## src/rtl/epu_sram_arbiter_if.sv

```systemverilog
// Requester-side bundle for epu_sram_arbiter: AXI side (a_*) and CONV engine (c_*).
interface epu_sram_arbiter_if #(
  parameter int unsigned ADDR_W = 16,
  parameter int unsigned DATA_W = 32
);
  localparam int unsigned STRB_W = DATA_W / 8;

  logic              a_req;
  logic              a_we;
  logic [ADDR_W-1:0] a_addr;
  logic [DATA_W-1:0] a_wdata;
  logic [STRB_W-1:0] a_wstrb;
  logic              a_gnt;
  logic              a_rvalid;

  logic              c_req;
  logic              c_we;
  logic [ADDR_W-1:0] c_addr;
  logic [DATA_W-1:0] c_wdata;
  logic [STRB_W-1:0] c_wstrb;
  logic              c_gnt;
  logic              c_rvalid;

  modport master (
    output a_req, a_we, a_addr, a_wdata, a_wstrb,
    output c_req, c_we, c_addr, c_wdata, c_wstrb,
    input  a_gnt, a_rvalid, c_gnt, c_rvalid
  );

  modport slave (
    input  a_req, a_we, a_addr, a_wdata, a_wstrb,
    input  c_req, c_we, c_addr, c_wdata, c_wstrb,
    output a_gnt, a_rvalid, c_gnt, c_rvalid
  );
endinterface

```

## src/rtl/epu_sram_arbiter.sv

```systemverilog
// Two-requester arbiter for one single-port EPU buffer SRAM bank.
// Burst-friendly ownership (OWN_A / OWN_C) with a MAX_GRANT fairness cap and
// round-robin tie-break. Define EPU_ARB_FIXED_PRIO_EN for fixed priority to CONV.
module epu_sram_arbiter #(
  parameter int unsigned ADDR_W    = 16,
  parameter int unsigned DATA_W    = 32,
  parameter int unsigned MAX_GRANT = 16
) (
  input  logic                clk,
  input  logic                rst,
  epu_sram_arbiter_if.slave   req_if,
  output logic                mem_cs,
  output logic [DATA_W/8-1:0] mem_we,
  output logic [ADDR_W-1:0]   mem_addr,
  output logic [DATA_W-1:0]   mem_wdata,
  input  logic [DATA_W-1:0]   mem_rdata,
  output logic [DATA_W-1:0]   rdata_o,
  output logic                busy_o
);
  localparam int unsigned      CNT_W   = $clog2(MAX_GRANT + 1);
  localparam logic [CNT_W-1:0] CNT_MAX = CNT_W'(MAX_GRANT);

  typedef enum logic [1:0] {IDLE = 2'd0, OWN_A = 2'd1, OWN_C = 2'd2} state_e;

  state_e            state_q, state_d;
  logic [CNT_W-1:0]  cnt_q, cnt_d;
`ifndef EPU_ARB_FIXED_PRIO_EN
  logic              last_c_q, last_c_d;
`endif
  logic              a_rvalid_q, c_rvalid_q;
  logic [ADDR_W-1:0] addr_hold_q;
  logic [DATA_W-1:0] wdata_hold_q;
  logic              a_gnt, c_gnt, at_cap, a_block, c_block;

  // State, grant counter, tie-break history and read-valid tracking.
  always_ff @(posedge clk) begin
    if (rst) begin
      state_q    <= IDLE;
      cnt_q      <= '0;
`ifndef EPU_ARB_FIXED_PRIO_EN
      last_c_q   <= 1'b1;
`endif
      a_rvalid_q <= 1'b0;
      c_rvalid_q <= 1'b0;
    end else begin
      state_q    <= state_d;
      cnt_q      <= cnt_d;
`ifndef EPU_ARB_FIXED_PRIO_EN
      last_c_q   <= last_c_d;
`endif
      a_rvalid_q <= a_gnt & ~req_if.a_we;
      c_rvalid_q <= c_gnt & ~req_if.c_we;
    end
  end

  // Last granted address/data, held on the macro pins between accesses.
  always_ff @(posedge clk) begin
    if (a_gnt) begin
      addr_hold_q  <= req_if.a_addr;
      wdata_hold_q <= req_if.a_wdata;
    end else if (c_gnt) begin
      addr_hold_q  <= req_if.c_addr;
      wdata_hold_q <= req_if.c_wdata;
    end
  end

  // Ownership transitions; counter restarts on every ownership change.
  always_comb begin
    state_d  = state_q;
    cnt_d    = cnt_q;
`ifndef EPU_ARB_FIXED_PRIO_EN
    last_c_d = last_c_q;
`endif
    case (state_q)
      IDLE: begin
        if (req_if.a_req && req_if.c_req) begin
`ifdef EPU_ARB_FIXED_PRIO_EN
          state_d = OWN_C;
`else
          state_d = last_c_q ? OWN_A : OWN_C;
`endif
        end else if (req_if.a_req) begin
          state_d = OWN_A;
        end else if (req_if.c_req) begin
          state_d = OWN_C;
        end
      end
      OWN_A: begin
        if (!req_if.a_req)  state_d = req_if.c_req ? OWN_C : IDLE;
        else if (a_block)   state_d = OWN_C;
      end
      OWN_C: begin
        if (!req_if.c_req)  state_d = req_if.a_req ? OWN_A : IDLE;
        else if (c_block)   state_d = OWN_A;
      end
      default: state_d = IDLE;
    endcase

    if (state_d != state_q) begin
      cnt_d = '0;
`ifndef EPU_ARB_FIXED_PRIO_EN
      if (state_d == OWN_A)      last_c_d = 1'b0;
      else if (state_d == OWN_C) last_c_d = 1'b1;
`endif
    end else if ((a_gnt || c_gnt) && !at_cap) begin
      cnt_d = cnt_q + CNT_W'(1);
    end
  end

  // Grants and SRAM pin mux; a blocked owner yields for one handoff cycle.
  always_comb begin
    at_cap = (cnt_q == CNT_MAX);
`ifdef EPU_ARB_FIXED_PRIO_EN
    a_block = req_if.c_req;
    c_block = 1'b0;
`else
    a_block = at_cap & req_if.c_req;
    c_block = at_cap & req_if.a_req;
`endif
    a_gnt     = ~rst & (state_q == OWN_A) & req_if.a_req & ~a_block;
    c_gnt     = ~rst & (state_q == OWN_C) & req_if.c_req & ~c_block;
    mem_cs    = a_gnt | c_gnt;
    mem_we    = '0;
    mem_addr  = addr_hold_q;
    mem_wdata = wdata_hold_q;
    if (a_gnt) begin
      mem_addr  = req_if.a_addr;
      mem_wdata = req_if.a_wdata;
      if (req_if.a_we) mem_we = req_if.a_wstrb;
    end else if (c_gnt) begin
      mem_addr  = req_if.c_addr;
      mem_wdata = req_if.c_wdata;
      if (req_if.c_we) mem_we = req_if.c_wstrb;
    end
    busy_o = (state_q != IDLE);
  end

  assign req_if.a_gnt    = a_gnt;
  assign req_if.c_gnt    = c_gnt;
  assign req_if.a_rvalid = a_rvalid_q;
  assign req_if.c_rvalid = c_rvalid_q;
  assign rdata_o         = mem_rdata;
endmodule

```

## src/flat_wrapper.sv

```systemverilog
// flat-port wrapper written by rule: the top's interface ports become plain ports
module epu_sram_arbiter_flat 
#(
  parameter int unsigned ADDR_W    = 16,
  parameter int unsigned DATA_W    = 32,
  parameter int unsigned MAX_GRANT = 16
)
  (clk, rst, mem_cs, mem_we, mem_addr, mem_wdata, mem_rdata, rdata_o, busy_o, req_if_a_req, req_if_a_we, req_if_a_addr, req_if_a_wdata, req_if_a_wstrb, req_if_c_req, req_if_c_we, req_if_c_addr, req_if_c_wdata, req_if_c_wstrb, req_if_a_gnt, req_if_a_rvalid, req_if_c_gnt, req_if_c_rvalid);
  epu_sram_arbiter_if #(.ADDR_W(ADDR_W), .DATA_W(DATA_W)) req_if_i ();
  input  logic clk;
  input  logic rst;
  output logic mem_cs;
  output logic [DATA_W/8-1:0] mem_we;
  output logic [ADDR_W-1:0] mem_addr;
  output logic [DATA_W-1:0] mem_wdata;
  input  logic [DATA_W-1:0] mem_rdata;
  output logic [DATA_W-1:0] rdata_o;
  output logic busy_o;
  input wire logic [$bits(req_if_i.a_req)-1:0] req_if_a_req;
  input wire logic [$bits(req_if_i.a_we)-1:0] req_if_a_we;
  input wire logic [$bits(req_if_i.a_addr)-1:0] req_if_a_addr;
  input wire logic [$bits(req_if_i.a_wdata)-1:0] req_if_a_wdata;
  input wire logic [$bits(req_if_i.a_wstrb)-1:0] req_if_a_wstrb;
  input wire logic [$bits(req_if_i.c_req)-1:0] req_if_c_req;
  input wire logic [$bits(req_if_i.c_we)-1:0] req_if_c_we;
  input wire logic [$bits(req_if_i.c_addr)-1:0] req_if_c_addr;
  input wire logic [$bits(req_if_i.c_wdata)-1:0] req_if_c_wdata;
  input wire logic [$bits(req_if_i.c_wstrb)-1:0] req_if_c_wstrb;
  output wire logic [$bits(req_if_i.a_gnt)-1:0] req_if_a_gnt;
  output wire logic [$bits(req_if_i.a_rvalid)-1:0] req_if_a_rvalid;
  output wire logic [$bits(req_if_i.c_gnt)-1:0] req_if_c_gnt;
  output wire logic [$bits(req_if_i.c_rvalid)-1:0] req_if_c_rvalid;
  assign req_if_i.a_req = req_if_a_req;
  assign req_if_i.a_we = req_if_a_we;
  assign req_if_i.a_addr = req_if_a_addr;
  assign req_if_i.a_wdata = req_if_a_wdata;
  assign req_if_i.a_wstrb = req_if_a_wstrb;
  assign req_if_i.c_req = req_if_c_req;
  assign req_if_i.c_we = req_if_c_we;
  assign req_if_i.c_addr = req_if_c_addr;
  assign req_if_i.c_wdata = req_if_c_wdata;
  assign req_if_i.c_wstrb = req_if_c_wstrb;
  assign req_if_a_gnt = req_if_i.a_gnt;
  assign req_if_a_rvalid = req_if_i.a_rvalid;
  assign req_if_c_gnt = req_if_i.c_gnt;
  assign req_if_c_rvalid = req_if_i.c_rvalid;
  epu_sram_arbiter #(.ADDR_W(ADDR_W), .DATA_W(DATA_W), .MAX_GRANT(MAX_GRANT)) u_core (.clk(clk), .rst(rst), .req_if(req_if_i), .mem_cs(mem_cs), .mem_we(mem_we), .mem_addr(mem_addr), .mem_wdata(mem_wdata), .mem_rdata(mem_rdata), .rdata_o(rdata_o), .busy_o(busy_o));
endmodule
```

## config.mk

```make
export PLATFORM = sky130hd
export DESIGN_NAME = epu_sram_arbiter_flat
export DESIGN_NICKNAME = d
export VERILOG_FILES = /design/src/rtl/epu_sram_arbiter_if.sv /design/src/rtl/epu_sram_arbiter.sv /design/src/flat_wrapper.sv
export SDC_FILE = /design/constraint.sdc
export NUM_CORES = 1
export LEC_CHECK = 0
export BUFFER_PORTS_ARGS = -buffer_cell sky130_fd_sc_hd__buf_2
export CAP_MARGIN = 25
export CORE_ASPECT_RATIO = 2
export CORE_MARGIN = 4
export CORE_UTILIZATION = 35
export CTS_CLUSTER_SIZE = 10
export DETAILED_ROUTE_END_ITERATION = 8
export PLACE_DENSITY = 0.73
export SYNTH_ARGS = -nofsm -noshare
export SYNTH_HDL_FRONTEND = slang
export SYNTH_SLANG_ARGS = --single-unit
```

## constraint.sdc

```tcl
create_clock -name clk -period 3.5 [get_ports clk]
set_clock_uncertainty 0.15 [all_clocks]
set_input_delay 0.35 -clock clk [delete_from_list [all_inputs] [get_ports clk]]
set_output_delay 0.35 -clock clk [all_outputs]
set_load 0.01 [all_outputs]
```

# Word-level counts from Yosys, hierarchy flattened
# Index checks and enable logic that the tools add are counted.
[totals] ff_bits=58 output_inout_bits=90
[op_classes] addsub=1 n_eq_ne=6 n_mux=21 bitwise_logic=16 reduce_logical=9
[ops] cell="32-bit 2-to-1 mux" n=2
[ops] cell="16-bit 2-to-1 mux" n=2
[ops] cell="2-bit 2-to-1 mux" n=9
[ops] cell="4-bit 2-to-1 mux" n=4
[ops] cell="1-bit AND" n=10
[ops] cell="2-bit one-hot mux with 3 select lines" n=1
[ops] cell="5-bit by 1-bit adder with 5-bit output, second input constant" n=1
[ops] cell="5-bit equality test, second input constant" n=1
[ops] cell="1-bit inverter" n=5
[ops] cell="2-bit by 1-bit equality test with 1-bit output, second input constant" n=2
[ops] cell="2-bit equality test, second input constant" n=2
[ops] cell="2-bit nonzero test" n=2
[ops] cell="1-bit 2-to-1 mux" n=3
[ops] cell="1-bit logical AND" n=2
[ops] cell="2-bit zero test" n=1
[ops] cell="2-bit != test" n=1
[ops] cell="2-bit AND reduction" n=1
[ops] cell="2-bit OR reduction" n=1
[ops] cell="1-bit zero test" n=1
[ops] cell="1-bit logical OR" n=1
[ops] cell="1-bit bitwise OR" n=1

# Longest topological paths before layout
[depth] ltp_word=8 mapped_depth=10 depth_no_buf=9

# Least setup slack after synthesis
# OpenSTA, ideal clock, no wires.
[synth_path] kind="register to register" from="register u_core.cnt_q[0]" to="register u_core.last_c_q" setup_ns=0.072 t_arrival_ns=2.145 slack_ns=1.134 stages_incl_launch_ff=11 n_path_buf=1 path_cell_list="dfxtp_1 -> inv_1 -> ha_1 -> and4bb_1 -> buf_6 -> mux2_2 -> o21ai_0 -> a21oi_1 -> ha_1 -> nor3_1 -> mux2i_1"
[synth_between] elab_chain_cells=8
[synth_lines] item="start, declared" line="epu_sram_arbiter.sv:26" text="logic [CNT_W-1:0] cnt_q, cnt_d;"
[synth_lines] item="start signal, assigned" line="epu_sram_arbiter.sv:47" text="cnt_q <= cnt_d;"
[synth_lines] item="5-bit equality test *" line="epu_sram_arbiter.sv:112" text="at_cap = (cnt_q == CNT_MAX);"
[synth_lines] item="1-bit AND, on equally long branches" line="epu_sram_arbiter.sv:118, epu_sram_arbiter.sv:117"
[synth_lines] item="2-bit 2-to-1 mux, on equally long branches" line="epu_sram_arbiter.sv:94, epu_sram_arbiter.sv:90"
[synth_lines] item="2-bit 2-to-1 mux, on equally long branches" line="epu_sram_arbiter.sv:93, epu_sram_arbiter.sv:89"
[synth_lines] item="2-bit one-hot mux with 3 select lines *" line="epu_sram_arbiter.sv:74" text="case (state_q)"
[synth_lines] item="net u_core.state_d[0]" line="epu_sram_arbiter.sv:25" text="state_e state_q, state_d;"
[synth_lines] item="2-bit equality test or 2-bit by 1-bit equality test with 1-bit output (tied branches)" line="epu_sram_arbiter.sv:103, epu_sram_arbiter.sv:102"
[synth_lines] item="2-bit nonzero test (no line)"
[synth_lines] item="2-bit AND reduction (no line)"
[synth_lines] item="end signal, assigned" line="epu_sram_arbiter.sv:49" text="last_c_q <= last_c_d;"
[synth_lines] item="end, declared" line="epu_sram_arbiter.sv:28" text="logic last_c_q, last_c_d;"
# Mark *: on every way through the listed nets, which the timed path passes. The rest lies on a longest branch.
# A chain may end at the register's enable or synchronous reset.

# Worst setup path in the final report
[layout_path] from="register u_core.cnt_q[0]" to="output port mem_addr[15]"
[layout_between] elab_chain_cells=6
[layout_lines] item="5-bit equality test *" line="epu_sram_arbiter.sv:112"
[layout_lines] item="1-bit AND" line="epu_sram_arbiter.sv:118" text="c_block = at_cap & req_if.a_req;"
[layout_lines] item="1-bit inverter" line="epu_sram_arbiter.sv:121" text="c_gnt = ~rst & (state_q == OWN_C) & req_if.c_req & ~c_block;"
[layout_lines] item="1-bit AND" line="epu_sram_arbiter.sv:121"
[layout_lines] item="16-bit 2-to-1 mux" line="epu_sram_arbiter.sv:130" text="end else if (c_gnt) begin"
[layout_lines] item="16-bit 2-to-1 mux *" line="epu_sram_arbiter.sv:126" text="if (a_gnt) begin"
[layout_lines] item="end, declared" line="flat_wrapper.sv:14" text="output logic [ADDR_W-1:0] mem_addr;"
# Mark *: on every way between the ends. The rest lies on a longest branch, timed or not.

==> results.md <==
- Async set-reset flop share out of synthesis: 0%
- Die width: 72.3 µm
- Hold-fix buffers, CTS: 0
- Antenna violations before repair: 0
- Pre-Repair DR Iteration Count: 6
- Count of input and output buffers: 167
- WP data required: 3.00 ns
- Most frequent cells in the layout: 167 x buf_2, 58 x dfxtp_1, 51 x mux2i_1
- I/O pins: 232
- Yosys warnings: 0
- GRT Total Usage: 15.2%
- Lkg Pwr: 1.70 nW
- Core Region: 0.00800 mm²
- Synthesized flop and latch total: 58
- Final net count: 585
- Number of global-route vias before repair: 2647
- First-pass GRT wire length: 11700 µm
- Multi-input logic area: 0.00133 mm²
- Global route total overflow: 0
- Main synth FF type: dfxtp_1
- Final WL: 7660 µm
- Commonest non-fill, non-tap cell in the layout: buf_2
- CP endpoint kind: output port
- Hold crit path type: input pin to flip-flop
- Row count: 46
- Starting Density: 36.1%
- Final hold vios: 0
- Die height: 137 µm
- Antenna-violating nets left: 0
- Post-synth top area share: 40.2%
- H-tree levels: 3
- Layout area overhead: 33.2%
- Crit path kind: flip-flop to output port
- Die Area: 0.00987 mm²
- Slew margin rel.: 67.9%
- Initial DRC Count: 106
- Crit path arrival time: 2.58 ns
- Yosys top cell by area: dfxtp_1
- PnR Total Power: 2.49 mW
- Clock Path Buffers: 2
- Synth Net Count: 455
- Worst Setup EP: mem_addr[15]
- Proportion of layout cells with a drive suffix above 1: 42.9%
- Tcrit/Tclk final: 88.0%
- DP Wirelength: 6080 µm
- Min Tclk post-route: 3.08 ns
- Reg-to-Reg End: u_core.last_c_q$_SDFFE_PP1P_
- WL per Instance: 14.2 µm
- Post_cts resized: 0
- FF-to-FF Start: u_core.cnt_q[0]$_SDFFE_PP0P_
- Slew Viols, Final: 0
- Avg Inst Size Synth: 9.33 µm²
- # clock sinks: 58
- Max Clk Rate: 325 MHz
- CP max FO: 23
- # DRC: 0
- Total number of vias: 2612
- Gpl congestion: 0.866
- Largest net degree at the start of global routing: 57
- Worst skew pair latency: 0.32 ns
- Clk slew on worst S/H paths: 0.05 ns
- Distinct cells, synth: 37
- Antenna cells: 0
- Element type at the critical path start: flip-flop
- R2R Setup Slk: 0.79 ns
- Postcts setup bufs: 0
- RSZ-0062 raised after global routing: false
- Sequential area share after synthesis: 40.2%
- Crit. Startpoint: u_core.cnt_q[0]$_SDFFE_PP0P_
- Sequential Area: 0.00116 mm²
- Largest vdd supply drop: 0.328 mV
- Final core occ: 48.1%
- Pwr/cell area: 648 mW/mm²
- DR vias/cell: 4.83
- Cell count after synthesis: 310
- CTS Root Cell: clkbuf_16
- Setup TNS: 0 ns
- Status: complete, no violations
- Worst-margin pin slew: 0.481 ns
- Final setup violation count: 0
- Synthesized area: 0.00289 mm²
- CTS tree: done
- FF-to-FF path depth: 9
- Fillers: 786
- Area contributors post-synth: dfxtp_1 40%, mux2i_1 18%, buf_4 8.8%
- Number of max-cap violations: 0
- EDFF count, synth: 0
- TritonCTS buffer count: 9
==> state kept, by name (all words and copies together) (netlist names) <==
| register | count |
|---|---|
| u_core.req_if.a_rvalid | 1 |
| u_core.state_q | 2 |
| u_core.last_c_q | 1 |
| u_core.cnt_q | 5 |
| u_core.wdata_hold_q | 32 |
| u_core.addr_hold_q | 16 |
| u_core.req_if.c_rvalid | 1 |
==> worst min-delay path by stage <==
stage | cells after the start | endpoint | slack, ns | startpoint
detailed placement | 2 | u_core.addr_hold_q[9]$_DFF_P_ | 0.36 | u_core.addr_hold_q[9]$_DFF_P_
floorplan | 1 | u_core.req_if.a_rvalid$_SDFF_PP0_ | 0.27 | req_if_a_we
global route | 2 | u_core.req_if.a_rvalid$_SDFF_PP0_ | 0.04 | req_if_a_we
global placement | 2 | u_core.last_c_q$_SDFFE_PP1P_ | 0.36 | u_core.last_c_q$_SDFFE_PP1P_
CTS | 2 | u_core.req_if.a_rvalid$_SDFF_PP0_ | 0.03 | req_if_a_we
finish | 2 | u_core.req_if.a_rvalid$_SDFF_PP0_ | 0.05 | req_if_a_we
==> per-stage QoR <==
stage / setup WS, ns / hold WS (ns) / area (µm²) / cells
after floorplan: 1.13 / 0.272 / 2890 / 310
after global placement: 0.717 / 0.359 / 3500 / 525
after detailed placement: 0.695 / 0.365 / 3500 / 525
after CTS: 0.338 / 0.0346 / 3850 / 541
after global routing: 0.226 / 0.0412 / 3850 / 541
final: 0.422 / 0.0530 / 3850 / 541
==> synthesized netlist by cell type (all sizes together), types with 2 or more instances <==
cell type	instances
nor2b	3
a211oi	4
xnor2	2
a32o	4
clkbuf	7
a21oi	3
dfxtp	58
o21ai	50
o2111ai	2
nand2	50
buf	45
mux2i	51
nor2	6
inv	3
nand3b	2
or2	2
and3b	2
xor2	2
ha	3
==> kinds of logic after synthesis <==
| kind of cell | count (synthesis) | share of synthesized area (%) |
|---|---|---|
| AND/OR/NAND/NOR | 73 | 11.7 |
| flip-flops | 58 | 40.2 |
| buffers and inverters | 55 | 14.2 |
| XOR/XNOR | 4 | 1.21 |
| AO/OA/AOI/OAI | 65 | 13.3 |
| multiplexers | 52 | 18.0 |
| adder cells (fa/ha/maj) | 3 | 1.30 |
==> layer usage <==
metal | share of wire, % | up-vias | global-route usage, %
met5 | 0 | - | 0
met3 | 7.7 | 39 | 2.87
li1 | - | 1299 | -
met2 | 54 | 112 | 27.3
met1 | 32 | 1162 | 14.2
met4 | 6.1 | 0 | 13.2
==> worst max-delay path, cell delays in order (launching register included) <==
cell	delay, ns
dfxtp_1	0.38
inv_1	0.06
ha_1	0.19
and4bb_1	0.33
a211oi_4	0.29
buf_4	0.39
mux2i_1	0.13
o21ai_0	0.26
buf_2	0.20
==> power breakdown <==
| group | switching, mW | internal (mW) | total [mW] |
|---|---|---|---|
| sequential | 0.0462 | 0.834 | 0.880 |
| clock | 0.293 | 0.733 | 1.03 |
| combinational | 0.320 | 0.267 | 0.588 |
| total | 0.660 | 1.83 | 2.49 |
==> final cells by class <==
cell class | instances | share of cell area [%]
clock buffer | 12 | 6.66
clock inverter | 4 | 2.53
inverter | 3 | 0.292
multi-input combinational | 197 | 34.4
sequential | 58 | 30.1
tap | 96 | 3.12
timing repair buffer | 171 | 22.8
(Power assumes the default switching activity.)
